<file path="src/rtl/ps2_host_tx.sv">
// PS/2 host-to-device transmitter.
// Sends one byte with inhibit/RTS, device-clocked shifting and ACK check.
module ps2_host_tx #(
  parameter int CLK_FREQ       = 50000000,
  parameter int INHIBIT_CYCLES = CLK_FREQ / 10000,
  parameter int FILTER_LEN     = 8,
  parameter int TIMEOUT_CYCLES = CLK_FREQ / 66
) (
  input  logic       clk,
  input  logic       rst,
  input  logic [7:0] tx_data,
  input  logic       tx_valid,
  output logic       tx_ready,
  input  logic       ps2_clk_in,
  input  logic       ps2_data_in,
  output logic       ps2_clk_oe,
  output logic       ps2_data_oe,
  output logic       busy,
  output logic       tx_done,
  output logic       tx_error
);

  localparam int FW = $clog2(FILTER_LEN + 1);
  localparam int IW = $clog2(INHIBIT_CYCLES + 1);
  localparam int TW = $clog2(TIMEOUT_CYCLES + 1);

  localparam logic [FW-1:0] F_LAST = FW'(FILTER_LEN - 1);
  localparam logic [IW-1:0] I_LAST = IW'(INHIBIT_CYCLES);
  localparam logic [TW-1:0] T_LAST = TW'(TIMEOUT_CYCLES - 1);

  typedef enum logic [2:0] {
    IDLE,
    INHIBIT,
    START,
    SEND,
    ACK,
    RECOVER
  } state_t;

  state_t        state;
  logic          clk_s1;
  logic          clk_s2;
  logic          data_s1;
  logic          data_s2;
  logic          fclk;
  logic [FW-1:0] fcnt;
  logic          fall;
  logic [7:0]    data_q;
  logic          par_q;
  logic [3:0]    bit_idx;
  logic [IW-1:0] inh_cnt;
  logic [TW-1:0] wd_cnt;
  logic          ok;
  logic          wd_hit;

  assign wd_hit = (wd_cnt == T_LAST);

  // Synchronize both lines and debounce the clock into fclk / fall.
  always_ff @(posedge clk) begin
    if (rst) begin
      clk_s1  <= 1'b1;
      clk_s2  <= 1'b1;
      data_s1 <= 1'b1;
      data_s2 <= 1'b1;
      fclk    <= 1'b1;
      fcnt    <= '0;
      fall    <= 1'b0;
    end else begin
      clk_s1  <= ps2_clk_in;
      clk_s2  <= clk_s1;
      data_s1 <= ps2_data_in;
      data_s2 <= data_s1;
      fall    <= 1'b0;
      if (clk_s2 == fclk) begin
        fcnt <= '0;
      end else if (fcnt == F_LAST) begin
        fclk <= clk_s2;
        fcnt <= '0;
        fall <= fclk;
      end else begin
        fcnt <= fcnt + 1'b1;
      end
    end
  end

  // Frame sequencer with registered line drives and status pulses.
  always_ff @(posedge clk) begin
    if (rst) begin
      state       <= IDLE;
      data_q      <= '0;
      par_q       <= 1'b0;
      bit_idx     <= '0;
      inh_cnt     <= '0;
      wd_cnt      <= '0;
      ok          <= 1'b0;
      ps2_clk_oe  <= 1'b0;
      ps2_data_oe <= 1'b0;
      busy        <= 1'b0;
      tx_ready    <= 1'b1;
      tx_done     <= 1'b0;
      tx_error    <= 1'b0;
    end else begin
      tx_done  <= 1'b0;
      tx_error <= 1'b0;
      unique case (state)
        IDLE: begin
          ps2_clk_oe  <= 1'b0;
          ps2_data_oe <= 1'b0;
          if (tx_valid && tx_ready) begin
            data_q   <= tx_data;
            par_q    <= ~^tx_data;
            inh_cnt  <= '0;
            wd_cnt   <= '0;
            bit_idx  <= '0;
            busy     <= 1'b1;
            tx_ready <= 1'b0;
            state    <= INHIBIT;
          end
        end
        INHIBIT: begin
          ps2_clk_oe <= 1'b1;
          if (inh_cnt == I_LAST) begin
            ps2_data_oe <= 1'b1;
            state       <= START;
          end else begin
            inh_cnt <= inh_cnt + 1'b1;
          end
        end
        START: begin
          ps2_clk_oe  <= 1'b0;
          ps2_data_oe <= 1'b1;
          bit_idx     <= '0;
          wd_cnt      <= '0;
          state       <= SEND;
        end
        SEND: begin
          if (fall) begin
            wd_cnt  <= '0;
            bit_idx <= bit_idx + 1'b1;
            if (bit_idx < 4'd8) begin
              ps2_data_oe <= ~data_q[bit_idx[2:0]];
            end else if (bit_idx == 4'd8) begin
              ps2_data_oe <= ~par_q;
            end else begin
              ps2_data_oe <= 1'b0;
              state       <= ACK;
            end
          end else if (wd_hit) begin
            ps2_clk_oe  <= 1'b0;
            ps2_data_oe <= 1'b0;
            tx_error    <= 1'b1;
            busy        <= 1'b0;
            tx_ready    <= 1'b1;
            state       <= IDLE;
          end else begin
            wd_cnt <= wd_cnt + 1'b1;
          end
        end
        ACK: begin
          if (fall) begin
            wd_cnt <= '0;
            ok     <= ~data_s2;
            state  <= RECOVER;
          end else if (wd_hit) begin
            ps2_clk_oe  <= 1'b0;
            ps2_data_oe <= 1'b0;
            tx_error    <= 1'b1;
            busy        <= 1'b0;
            tx_ready    <= 1'b1;
            state       <= IDLE;
          end else begin
            wd_cnt <= wd_cnt + 1'b1;
          end
        end
        RECOVER: begin
          if (fclk && data_s2) begin
            tx_done  <= ok;
            tx_error <= ~ok;
            busy     <= 1'b0;
            tx_ready <= 1'b1;
            state    <= IDLE;
          end else if (fall) begin
            wd_cnt <= '0;
          end else if (wd_hit) begin
            ps2_clk_oe  <= 1'b0;
            ps2_data_oe <= 1'b0;
            tx_error    <= 1'b1;
            busy        <= 1'b0;
            tx_ready    <= 1'b1;
            state       <= IDLE;
          end else begin
            wd_cnt <= wd_cnt + 1'b1;
          end
        end
        default: begin
          state <= IDLE;
        end
      endcase
    end
  end

endmodule
</file>
<file path="config.mk">
export PLATFORM = sky130hd
export DESIGN_NAME = ps2_host_tx
export DESIGN_NICKNAME = d
export VERILOG_FILES = /design/src/rtl/ps2_host_tx.sv
export SDC_FILE = /design/constraint.sdc
export NUM_CORES = 1
export LEC_CHECK = 0
export BUFFER_PORTS_ARGS = -buffer_cell sky130_fd_sc_hd__buf_2
export CAP_MARGIN = 20
export CORE_MARGIN = 5
export CORE_UTILIZATION = 55
export DETAILED_ROUTE_END_ITERATION = 10
export PLACE_DENSITY = 0.82
export SETUP_SLACK_MARGIN = 0.02
export SYNTH_ARGS = -nofsm -noshare
export SYNTH_HDL_FRONTEND = slang
export SYNTH_SLANG_ARGS = --single-unit
</file>
<file path="constraint.sdc">
create_clock -name clk -period 5.78 [get_ports clk]
set_input_delay 0.867 -clock clk [delete_from_list [all_inputs] [get_ports clk]]
set_output_delay 0.867 -clock clk [all_outputs]
set_load 0.05 [all_outputs]
</file>
==> summary by stage <==
Clock tree
The clock network latency to the later pin of the worst-skew pair is 0.34 ns. The cts-stage hold buffer count is 0. The maximum level of the CTS H-tree is 3.

The number of sinks on the clock net is 66. The TritonCTS clock tree is done. The number of setup buffers added after CTS is 0. The number of buffers created by CTS is 9. No sink is reached through more buffers than the 2 on the longest clock path. The CTS root buffer is clkbuf_8. The post-cts gate resize count is 0.

Clock-pin slew was measured on the worst setup and hold paths at 0.08 ns.

Routing
The starting DRC count in detailed routing is 222. The average via count per standard cell is 5.932. The post-detailed-route wirelength per cell is 14.04 um. The detailed-router iteration count before antenna repair is 6. The post-detailed-routing wire length is 7048 um. Detailed routing inserted a total of 2978 vias. The count of nets left with antenna violations once routing finished came out at 0. The number of remaining DRC errors is 0.

Layout
The area occupied by registers is 1321 um^2. The count of nets after finishing is 442. For this run, the share of the core covered by cells in the final layout is 0.6215. For this run, the number of standard cells in the final layout without fillers is 502. The total area of multi-input combinational cells is 1881 um^2. Relative to the synthesized area, the layout overhead comes to 10.36%. The fill cell instance count of the final layout is 474. The count of inserted antenna diode cells is 0. Of the cells placed in the final design, the portion with a size suffix greater than 1 is 0.1124.

Yosys
The post-synthesis net count is 434. By area the synthesized netlist is led by dfxtp_1 40%, xnor2_1 6.3%, a21oi_1 5.9%. The post-synthesis mux area share is 0.01576. Of the total synthesized cell area, the portion taken by AND, OR, NAND and NOR gates is 0.2919. The top flip-flop cell by instance count after synthesis is dfxtp_1. The number of distinct library cells after synthesis is 52. The cell area after technology mapping is 3334 um^2. The area share of the leading cell type in the synthesized netlist is 0.3962. The synthesized-area fraction occupied by ao, oa, aoi and oai cells is 0.1644. The dominant combinational cell family by area after synthesis is simple AND/OR/NAND/NOR gates. Among all cell types in the netlist, the one instantiated most often is dfxtp_1. The largest area contributor in the netlist is dfxtp_1.

The share of synthesized registers carrying an async set or reset is 0. Of the total synthesized cell area, the portion taken by XOR and XNOR cells is 0.06567. The post-synthesis adder-cell area fraction is 0.02627. The post-synthesis register bit count is 66. By count the netlist is led by 66 x dfxtp_1, 50 x nand2_1, 39 x a21oi_1. During synthesis, Yosys emitted a total of 0 warnings. In this run, synthesis inferred 0 flip-flops with an integrated enable. In this run the mean area of a mapped cell was 8.054 um^2. Synthesis produced 414 cells.

For this run, the register share of the synthesized area comes to 0.3962.

Die
The floorplan step defined a die boundary enclosing 7719 um^2. For this design the top-level I/O count stands at 19. The die width is 87.86 um.

The y dimension of the die is 87.86 um. The initial core utilization is 0.5632. After floorplanning, the core was sized to cover 5921 um^2.

Row generation in the floorplan step produced 28 rows.

Job
The tool flagged a number of max-cap violations equal to 0.

Global routing
The number of global-route vias before repair came to 2867. The largest net degree at the start of global routing is 35. The global-route total usage across every layer is 0.1966. For this run the aggregate overflow at the end of global routing stands at 0. The wire length of the first global-routing pass is 12170 um.

The number of antenna violations at the first check in global routing is 0.

Power
The analysis attributes to cell leakage a power of 0.001228 uW. The power density over cell area is 285.7 nW/um^2. The worst-case IR drop observed on VDD is 0.0002127 V.

The overall power of the completed layout is 1051 uW.

Timing
The setup skew after layout is 0.008015 ns. The routed design could run at a clock period as short as 2.558 ns. The final-layout worst hold slack is 0.4153 ns. Setup repair after global routing left no endpoint under its margin. Setup violations remaining at the end of the flow were counted as 0. Of the available clock period, the critical path in the final layout requires 0.4425. The final hold violation count is 0.

Adding up every negative setup slack in the final design gives 0 ns. The worst slew slack as a fraction of its limit is 0.3199. For the pin with the worst max-slew slack, the measured transition is 1.013 ns. The final count of pins violating max slew is 0.

The fmax is 391.0 MHz.

Critical path
The largest driver fanout on the critical path is 24. The required time at the worst-slack endpoint is 6.05 ns. The peak per-stage delay on the critical path is 0.62 ns. The worst-path cell with the longest stage delay is dfxtp_1. The startpoint type of the worst setup path is a register. The worst setup path is of the reg -> reg kind. STA classifies the critical path endpoint as a register. The signal on the critical path passes through nand2b_1, o221a_4, or4_4, or3_1, a21oi_1.

At the worst endpoint, the arrival time is 2.83 ns.

Placed design
The congestion estimate from routability-driven global placement came to 0.8892. The placed cell count is 486. The post-DP HPWL is 4869 um. The count of buffers inserted at the top-level ports is 18.

Min path
The classification of the worst-slack hold path is reg -> reg.

Outcome
The flow ran to the end, and the final reports show no timing, DRC or antenna violations.
logic make-up after synthesis:
family | count (synthesis)
adder cells (fa/ha/maj) | 7
AO/OA/AOI/OAI | 89
buffers and inverters | 34
AND/OR/NAND/NOR | 189
flip-flops | 66
multiplexers | 4
XOR/XNOR | 25
cell type report:
| cell class | count | share of cell area |
|---|---|---|
| clock inverter | 7 | 0.03196 |
| sequential | 66 | 0.3591 |
| multi-input combinational | 314 | 0.5110 |
| inverter | 12 | 0.01224 |
| timing repair buffer | 19 | 0.02652 |
| tap | 75 | 0.02550 |
| clock buffer | 9 | 0.03366 |
worst paths after layout:
path / startpoint / to / slack (ns) / depth (start not counted)
worst max-delay path: state[2]$_SDFFE_PP0P_ / wd_cnt[16]$_SDFFE_PP0P_ / 3.22 / 5
worst min-delay path: clk_s1$_SDFF_PP1_ / clk_s2$_SDFF_PP1_ / 0.42 / 1
worst max register to register: state[2]$_SDFFE_PP0P_ / wd_cnt[16]$_SDFFE_PP0P_ / 3.22 / 5
worst min register to register: clk_s1$_SDFF_PP1_ / clk_s2$_SDFF_PP1_ / 0.42 / 1
through the flow:
| stage | instance area [um^2] | setup WS (ns) |
|---|---|---|
| finish | 3680 | 3.222 |
| global placement | 3438 | 3.164 |
| floorplan | 3334 | 3.435 |
| detailed placement | 3438 | 3.122 |
| global route | 3680 | 3.038 |
| CTS | 3680 | 3.256 |
layer usage:
layer | part of all wire | global-route usage | wire [um] | vias up
li1 | - | - | - | 1497
met1 | 0.44 | 0.2308 | 3120 | 1403
met2 | 0.49 | 0.3438 | 3483 | 68
met3 | 0.047 | 0.03669 | 334 | 10
met4 | 0.015 | 0.09344 | 109 | 0
met5 | 0 | 0 | 0 | -
where the power goes:
group	internal [uW]	switching, uW	leakage [uW]
clock	285	181	0.000111
sequential	468	12.3	0.000535
combinational	34.6	69.6	0.000582
state kept, by name, indices dropped and copies added, names as in the netlist, 3 cells and up:
register and count:
bit_idx 4, data_q 8, fcnt 4, inh_cnt 13, state 3, wd_cnt 20
placed cells by master (no fill, tap or decap), drive strengths merged, types with 4 or more instances in the layout:
cell	n
a21oi	40
and3	7
buf	19
clkbuf	9
dfxtp	66
ha	7
inv	12
nand2	50
nand2b	4
nand3	22
nand4	5
nor2	35
nor3	13
nor4	9
o21ai	19
o31ai	6
or2	7
or3	12
or4	7
xnor2	24
critical path, delay by kind of cell, from the launching register on:
kind	cells	cell delay [ns]
and+or+nand+nor	3	1.27
DFF	1	0.62
AOI/OAI and AO/OA	2	0.58
No activity file was read; power rests on OpenSTA's default activity.
